`config.mk`:
```
export PLATFORM = sky130hd
export DESIGN_NAME = calendar_countdown
export DESIGN_NICKNAME = d
export VERILOG_FILES = /design/src/rtl/calendar_countdown.sv
export SDC_FILE = /design/constraint.sdc
export NUM_CORES = 1
export LEC_CHECK = 0
export BUFFER_PORTS_ARGS = -buffer_cell sky130_fd_sc_hd__buf_2
export CORE_ASPECT_RATIO = 1.5
export CORE_MARGIN = 2
export CORE_UTILIZATION = 30
export CTS_CLUSTER_SIZE = 20
export DETAILED_ROUTE_END_ITERATION = 16
export RECOVER_POWER = 25
export SLEW_MARGIN = 30
export SYNTH_ARGS = -nofsm -noshare
export SYNTH_HDL_FRONTEND = slang
export SYNTH_SLANG_ARGS = --single-unit
```
`constraint.sdc`:
```
create_clock -name clk -period 4.74 [get_ports clk]
set_input_delay 0.711 -clock clk [delete_from_list [all_inputs] [get_ports clk]]
set_output_delay 0.711 -clock clk [all_outputs]
set_load 0.1 [all_outputs]
```
`src/rtl/calendar_countdown.sv`:
```
// Down-counting year/month/day/hour/minute/second timer. Loads a clamped value,
// then decrements once per tick while running and flags expiry at all-zero.
module calendar_countdown #(
    parameter int SEC_MAX = 59,
    parameter int MIN_MAX = 59,
    parameter int HR_MAX  = 23,
    parameter int DY_MAX  = 29,
    parameter int MNT_MAX = 11,
    parameter int YR_MAX  = 10
) (
    input  logic       clk,
    input  logic       reset,
    input  logic       tick,
    input  logic       start,
    input  logic       stop,
    input  logic       load,
    input  logic [7:0] load_year,
    input  logic [7:0] load_month,
    input  logic [7:0] load_day,
    input  logic [7:0] load_hour,
    input  logic [7:0] load_minute,
    input  logic [7:0] load_second,
    output logic [7:0] year,
    output logic [7:0] month,
    output logic [7:0] day,
    output logic [7:0] hour,
    output logic [7:0] minute,
    output logic [7:0] second,
    output logic       running,
    output logic       expired
);

    typedef enum logic [1:0] {IDLE, RUN, PAUSE, DONE} state_t;
    state_t state;

    logic [7:0] sec_n, min_n, hr_n, dy_n, mnt_n, yr_n;
    logic       b_sec, b_min, b_hr, b_dy, b_mnt;
    logic       dec_zero, nonzero;

    function automatic logic [7:0] clamp(input logic [7:0] v, input int mx);
        return (v > 8'(mx)) ? 8'(mx) : v;
    endfunction

    // Borrow chain: each field wraps to its maximum and borrows only when it is zero
    // and every lower field is also borrowing.
    always_comb begin
        b_sec    = (second == 8'd0);
        sec_n    = b_sec ? 8'(SEC_MAX) : second - 8'd1;
        b_min    = b_sec && (minute == 8'd0);
        min_n    = !b_sec ? minute : (minute == 8'd0) ? 8'(MIN_MAX) : minute - 8'd1;
        b_hr     = b_min && (hour == 8'd0);
        hr_n     = !b_min ? hour : (hour == 8'd0) ? 8'(HR_MAX) : hour - 8'd1;
        b_dy     = b_hr && (day == 8'd0);
        dy_n     = !b_hr ? day : (day == 8'd0) ? 8'(DY_MAX) : day - 8'd1;
        b_mnt    = b_dy && (month == 8'd0);
        mnt_n    = !b_dy ? month : (month == 8'd0) ? 8'(MNT_MAX) : month - 8'd1;
        yr_n     = b_mnt ? year - 8'd1 : year;
        dec_zero = ({yr_n, mnt_n, dy_n, hr_n, min_n, sec_n} == 48'd0);
        nonzero  = ({year, month, day, hour, minute, second} != 48'd0);
    end

    always_ff @(posedge clk or posedge reset) begin
        if (reset) begin
            year    <= 8'd0;
            month   <= 8'd0;
            day     <= 8'd0;
            hour    <= 8'd0;
            minute  <= 8'd0;
            second  <= 8'd0;
            state   <= IDLE;
            running <= 1'b0;
            expired <= 1'b0;
        end else if (load) begin
            year    <= clamp(load_year, YR_MAX);
            month   <= clamp(load_month, MNT_MAX);
            day     <= clamp(load_day, DY_MAX);
            hour    <= clamp(load_hour, HR_MAX);
            minute  <= clamp(load_minute, MIN_MAX);
            second  <= clamp(load_second, SEC_MAX);
            state   <= IDLE;
            running <= 1'b0;
            expired <= 1'b0;
        end else begin
            unique case (state)
                RUN: begin
                    if (stop) begin
                        state   <= PAUSE;
                        running <= 1'b0;
                    end else if (tick) begin
                        year   <= yr_n;
                        month  <= mnt_n;
                        day    <= dy_n;
                        hour   <= hr_n;
                        minute <= min_n;
                        second <= sec_n;
                        if (dec_zero) begin
                            state   <= DONE;
                            running <= 1'b0;
                            expired <= 1'b1;
                        end
                    end
                end
                IDLE, PAUSE: begin
                    // An all-zero value can never be started; it would underflow.
                    if (start && !stop && nonzero) begin
                        state   <= RUN;
                        running <= 1'b1;
                    end
                end
                DONE: ;
                default: state <= IDLE;
            endcase
        end
    end

endmodule

```
==> results of run 1 <==
## state kept, by name (all words and copies together), names as in the netlist
| signal | cells |
|---|---|
| year | 8 |
| minute | 8 |
| expired | 1 |
| hour | 8 |
| running | 1 |
| second | 8 |
| day | 8 |
| state | 2 |
| month | 8 |
## synth_stat cells (7+ instances only)
| master | number | area [um^2] |
|---|---|---|
| a211oi_1 | 7 | 52.55 |
| a21oi_1 | 49 | 245.2 |
| a31oi_1 | 7 | 43.79 |
| clkbuf_1 | 17 | 63.81 |
| dfrtp_1 | 52 | 1301 |
| ha_1 | 11 | 137.6 |
| inv_1 | 22 | 82.58 |
| nand2_1 | 46 | 172.7 |
| nand3_1 | 13 | 65.06 |
| nand4_1 | 14 | 87.58 |
| nor2_1 | 68 | 255.2 |
| nor3_1 | 29 | 145.1 |
| nor4_1 | 10 | 62.56 |
| o21ai_0 | 30 | 150.1 |
| o22a_1 | 19 | 166.4 |
| or3_1 | 8 | 50.05 |
| xnor2_1 | 8 | 70.07 |
| xor2_1 | 8 | 70.07 |
## area by class of cell
class / instances / area, um^2 / share of cell area
multi-input cells: 424 / 2625 / 0.5314
flip-flops and latches: 52 / 1301 / 0.2634
repair buffers: 109 / 556.8 / 0.1127
well taps: 162 / 202.7 / 0.04103
clock buffers: 5 / 125.1 / 0.02533
inverters: 22 / 82.58 / 0.01672
clock inverters: 3 / 46.29 / 0.009372
## metrics by stage
step | std cells | util | power [uW]
2_1_floorplan | 526 | - | 643.4
3_3_place_gp | 769 | 0.3543 | 704.2
3_5_place_dp | 769 | 0.3543 | 707.9
4_1_cts | 777 | 0.3671 | 1150
5_1_grt | 777 | 0.3668 | 1185
6_report | 777 | 0.3668 | 1137
## power groups by stage
stage / clock network, uW / logic [uW] / registers [uW]
6_report: 439 / 215 / 483
5_1_grt: 468 / 231 / 486
4_1_cts: 450 / 217 / 483
3_5_place_dp: 0 / 216 / 492
3_3_place_gp: 0 / 214 / 490
2_1_floorplan: 0 / 77.7 / 566
## metal layers
metal,vias up,GRT usage,share of wire
li1,2135,-,-
met1,2151,0.2041,0.39
met2,122,0.3446,0.55
met3,28,0.02459,0.039
met4,0,0.06644,0.027
met5,-,0,0
## worst max-delay path, stage by stage, from the launching register on
cell      delay (ns)
dfrtp_1         0.45
inv_1           0.14
ha_1            0.22
nor3b_1         0.40
and4_1          0.69
nand2_1         0.35
o21ai_0         0.30
nand3_1         0.09
or3_1           0.40
a2111o_1        0.46
o31a_1          0.26
## how the worst min path moves through the flow
stage	startpoint	endpoint	slack, ns	cells after the start
6_report	expired	expired	0.54	2
5_1_grt	expired	expired	0.56	2
4_1_cts	expired	expired	0.54	2
3_5_place_dp	expired	expired	0.53	2
3_3_place_gp	expired	expired	0.53	2
2_1_floorplan	state[1]	running	0.53	1
## logic make-up after synthesis
kind of cell               after synthesis  share of synthesized area
xor gates and xnor gates                16                    0.03382
muxes                                    6                    0.01479
adders and majority gates               11                    0.03321
and+or+nand+nor                        243                     0.3173
buffers and inverters                   50                    0.05253
AOI/OAI and AO/OA                      148                     0.2343
DFF                                     52                     0.3140
==> key figures, run 1 <==
Status
  – Status: finished with violations
  – Violated checks: max-capacitance violations, max-slew violations

Timing
  – Post-route clock period utilization: 0.8162
  – FMAX: 0.2585 GHz
  – Final Hold Fails: 0
  – Slew @ Worst Pin: 2.899 ns
  – Relative slew slack: -0.9325
  – Unrepaired setup endpoints after global routing: no
  – Final Skew: between 0.009 and 0.01 ns
  – Setup TNS: 0 ns
  – Final min period: approximately 3.9 ns
  – Worst setup margin: 0.8711 ns
  – Max-slew violations: between 50 and 60
  – Hold_ws: roughly 0.54 ns
  – Final setup violation count: 0

Place
  – Detailed Place HPWL: 10,230 um
  – Post-place instance area: between 4000 and 5000 um^2
  – Post-Place Worst Slack: around 0.9 ns
  – Placer Congestion: 0.8953
  – Port Buffers: 103

Route
  – Initial DRC count: ~360
  – DRC viols: 0
  – Via count of the routed design: around 4,400
  – Final WL: between 10,000 and 15,000 um
  – Vias per inst: approximately 5.7
  – WL/cell: between 15 and 20 um
  – Detailed-router iteration count before antenna repair: 6
  – Routed Antenna Nets: 0

Final layout
  – N_diodes: 0
  – Commonest non-fill, non-tap cells in the layout: buf_2, nor2_1, dfrtp_1
  – Layout cells sized above 1: 0.2211
  – Nets: about 680
  – Design area: about 4900 um^2
  – Synth-to-Final Area Change: 19.20%
  – Commonest non-fill, non-tap cell in the layout: buf_2
  – Filler cells: around 1,400

Clocking
  – TritonCTS clock tree: yes
  – Post-CTS Setup Inserts: 0
  – Total CTS buffers: 5
  – CTS max path bufs: 2
  – Post_cts resized: 0
  – Hold buffer count at cts: 0
  – CTS clk-pin slew, worst paths: around 0.080 ns
  – Clock Sink Count: 52
  – Clock latency on the worst-skew pair: around 0.31 ns
  – CTS root buf: clkbuf_16
  – H-tree levels: 2

Die
  – Core ar.: about 13,000 um^2
  – Rows: 52
  – Die area: between 10,000 and 15,000 um^2
  – Height of the die: roughly 150 um
  – Initial Util: 0.3077
  – I/O pins: 104
  – Die X: 99.96 um

GRT
  – Global route overflow: 0
  – Initial antenna violation count: 0
  – GRT Util Overall: 0.1822
  – Largest net degree at the start of global routing: 53
  – Vias in the first global route: between 4,000 and 5,000
  – First-pass GRT wire length: approximately 22,000 um

Critical path
  – Crit-path max FO: 18
  – Startpoint types: flop
  – Reg2reg end: running
  – Reg2reg setup slack: roughly 0.87 ns
  – Crit end category: flop
  – Reg2reg start: second[0]
  – Cells on worst reg2reg path: 10
  – CP Launch Point: second[0]
  – Worst EP arrival: between 4 and 5 ns
  – Crit Path Class: reg -> reg
  – Setup crit end: running
  – Req. time, crit path: 4.93 ns

Run
  – MaxCap Viol Count: 1

Power
  – Peak supply drop: 126.9 uV
  – Clock Power Share: 0.386
  – Lkg Pwr: ~0.002 uW
  – Switch share: 0.3286
  – Seq pwr share: 0.425
  – Power per cell area: between 200 and 250 nW/um^2
  – Int Power: ~760 uW
  – Net Sw Power: approximately 370 uW
  – Logic pwr share: 0.189

Logic synthesis
  – Async SR Flop Fraction: 1.000
  – Syn. warnings: 0
  – Unique masters post-synth: 68
  – Mapped Area: roughly 4100 um^2
  – Post-synth EDFFs: 0
  – Mapped Cells: roughly 530
  – Synth Flop Type: dfrtp_1
  – Post-Syn Area per Cell: between 7 and 8 um^2
  – Synthesized Nets: between 500 and 600
  – Sequential cell area fraction in the yosys report: 0.3140
  – Synth Register Bits: 52

Hold path
  – Hold Crit Class: reg -> reg
Power figures use the tool's default switching activity.
==> run 2: changes to the inputs <==
clock period = 3.45 ns   (was 4.74 ns; I/O delays follow)
==> run 2 against run 1 <==
Net effect:
- largest cell class unchanged
- critical endpoint unchanged
- the flow now finishes without violations
- flip-flop and latch count is the same
- die area unchanged
- final cell count increased by 2.8%
- sequential share of layout area decreased by 0.89 points
- critical path depth unchanged
- via count is 3.0% higher
- clock-buffer cell count is the same
- cell area up 4.7%
- clock skew down 0.0020 ns
==> key figures, run 2 (synthesis gave the netlist of run 1 again) <==
Status
  – Status: finished clean

Clocking
  – TritonCTS clock tree: yes
  – Total CTS buffers: 5
  – Clock latency on the worst-skew pair: 0.30 ns
  – Clock Sink Count: 52
  – CTS root buf: clkbuf_16
  – CTS clk-pin slew, worst paths: roughly 0.070 ns
  – Hold buffer count at cts: 0
  – H-tree levels: 2
  – CTS max path bufs: 2

Route
  – Detailed-router iteration count before antenna repair: 5
  – WL/cell: roughly 17 um
  – Via count of the routed design: ~4,600
  – Vias per inst: ~5.7
  – DRC viols: 0
  – Final WL: ~14,000 um
  – Routed Antenna Nets: 0
  – Initial DRC count: 331

GRT
  – First-pass GRT wire length: around 23,000 um
  – Global route overflow: 0
  – GRT Util Overall: 0.1882
  – Vias in the first global route: 4,571
  – Initial antenna violation count: 0
  – Largest net degree at the start of global routing: 65

Timing
  – Unrepaired setup endpoints after global routing: yes
  – Relative slew slack: 0.1231
  – Final Skew: 0.006995 ns
  – FMAX: about 0.30 GHz
  – Final setup violation count: 0
  – Max-slew violations: 0
  – Slew @ Worst Pin: 1.315 ns
  – Final Hold Fails: 0
  – Final min period: 3.375 ns
  – Post-route clock period utilization: 0.9782
  – Worst setup margin: about 0.075 ns

Die
  – Initial Util: 0.3077
  – Die X: 99.96 um
  – Die area: approximately 15,000 um^2
  – Height of the die: 147.9 um
  – Core ar.: 13,470 um^2
  – I/O pins: 104
  – Rows: 52

Place
  – Placer Congestion: around 0.9
  – Post-place instance area: ~5000 um^2
  – Port Buffers: just over 100
  – Placed instance count: around 790
  – Post-Place Worst Slack: roughly 0.079 ns
  – Detailed Place HPWL: 10,630 um

Final layout
  – Commonest non-fill, non-tap cell in the layout: buf_2
  – Synth-to-Final Area Change: 24.79%
  – Final Instance Count excl. Fillers: between 700 and 800
  – Layout cells sized above 1: 0.2794
  – Nets: 701
  – Commonest non-fill, non-tap cells in the layout: buf_2, nor2_1, a21oi_1
  – Design area: ~5200 um^2
  – N_diodes: 0

Critical path
  – Startpoint types: flop
  – Req. time, crit path: 3.64 ns
  – Crit end category: flop
  – CP peak stage delay: between 0.5 and 0.6 ns
  – Cell-by-cell trace of the critical path: inv_4, ha_4, or3b_4, or4b_4, xor2_1, o211ai_1, a2111o_1, or3_4, a2111o_1, o31a_1
  – Crit Path Class: reg -> reg
  – Worst EP arrival: ~3.6 ns
  – CP Launch Point: second[0]
  – CP most frequent cell: a2111o_1
  – Reg2reg start: second[0]
  – Slowest CP cell: or4b_4
  – Crit-path max FO: 6

Power
  – Power per cell area: approximately 300 nW/um^2
  – Logic pwr share: 0.202
  – Seq pwr share: 0.421
  – Net Sw Power: between 500 and 600 uW
  – Clock Power Share: 0.377
  – Lkg Pwr: around 0.002 uW
  – Switch share: 0.3249
  – Final Power: roughly 1600 uW
  – Int Power: 1056 uW
  – Peak supply drop: approximately 220 uV

Hold path
  – Hold_sp: load_minute[1]
  – Hold Crit Class: in -> reg

Run
  – MaxCap Viol Count: 0
-- run 2: changes by cell type in the layout (fill, tap and decap cells not counted), moves of 2 or more --
cell     delta
dfrtp_1    -12
nor3b_2     +2
buf_4      +21
dfrtp_2    +12
nor3b_1     -2
inv_1       -2
-- run 2: cell type report --
type / count / area [um^2]
clock buffers: 5 / 125.1
clock inverters: 3 / 42.54
fillers: 1394 / 8297
inverters: 22 / 85.08
multi-input cells: 424 / 2665
flip-flops and latches: 52 / 1316
well taps: 162 / 202.7
repair buffers: 131 / 734.5
-- run 2: repair_timing --
action | 4_1_cts | 5_1_grt
endpoints found under the setup margin | 0 | 1
gates resized for setup | 0 | 5
setup buffers | 0 | 4
-- run 2: path summary, 6_finish.rpt --
path | to | slack (ns) | cells after the start
setup reg to reg | running | 0.08 | 10
setup / recovery | running | 0.08 | 10
hold / removal | minute[1] | 0.45 | 2
hold reg to reg | expired | 0.55 | 2
min in group asynchronous | year[1] | 0.52 | 2
max in group asynchronous | hour[0] | 1.05 | 3
-- run 2: routing by layer --
layer | part of all wire | vias up | track usage | wire [um]
met4 | 0.034 | 0 | 0.07945 | 471
met3 | 0.035 | 39 | 0.02317 | 476
met2 | 0.54 | 150 | 0.3493 | 7441
li1 | - | 2182 | - | -
met1 | 0.39 | 2200 | 0.2133 | 5394
met5 | 0 | - | 0 | 0
-- run 2: worst max-delay path, delay by kind of cell (launching register included) --
| kind | cells | cell delay, ns |
|---|---|---|
| AOI/OAI and AO/OA | 4 | 1.08 |
| buffers and inverters | 1 | 0.09 |
| adders and majority gates | 1 | 0.14 |
| and+or+nand+nor | 3 | 1.33 |
| xor gates and xnor gates | 1 | 0.18 |
| DFF | 1 | 0.46 |
-- run 2: metrics by stage --
step,util,TNS (ns),hold slack [ns]
after global placement,0.3678,0,0.5360
after global routing,0.3840,-0.02867,0.4436
after CTS,0.3802,0,0.3233
final,0.3840,0,0.4514
after floorplan,-,0,0.5323
after detailed placement,0.3678,0,0.5254
-- run 2: power groups by stage --
stage / sequential (uW) / combinational [uW] / clock (uW)
after global placement: 669 / 312 / 0
after global routing: 663 / 341 / 628
after floorplan: 779 / 108 / 0
final: 659 / 316 / 589
after CTS: 659 / 315 / 604
after detailed placement: 671 / 315 / 0
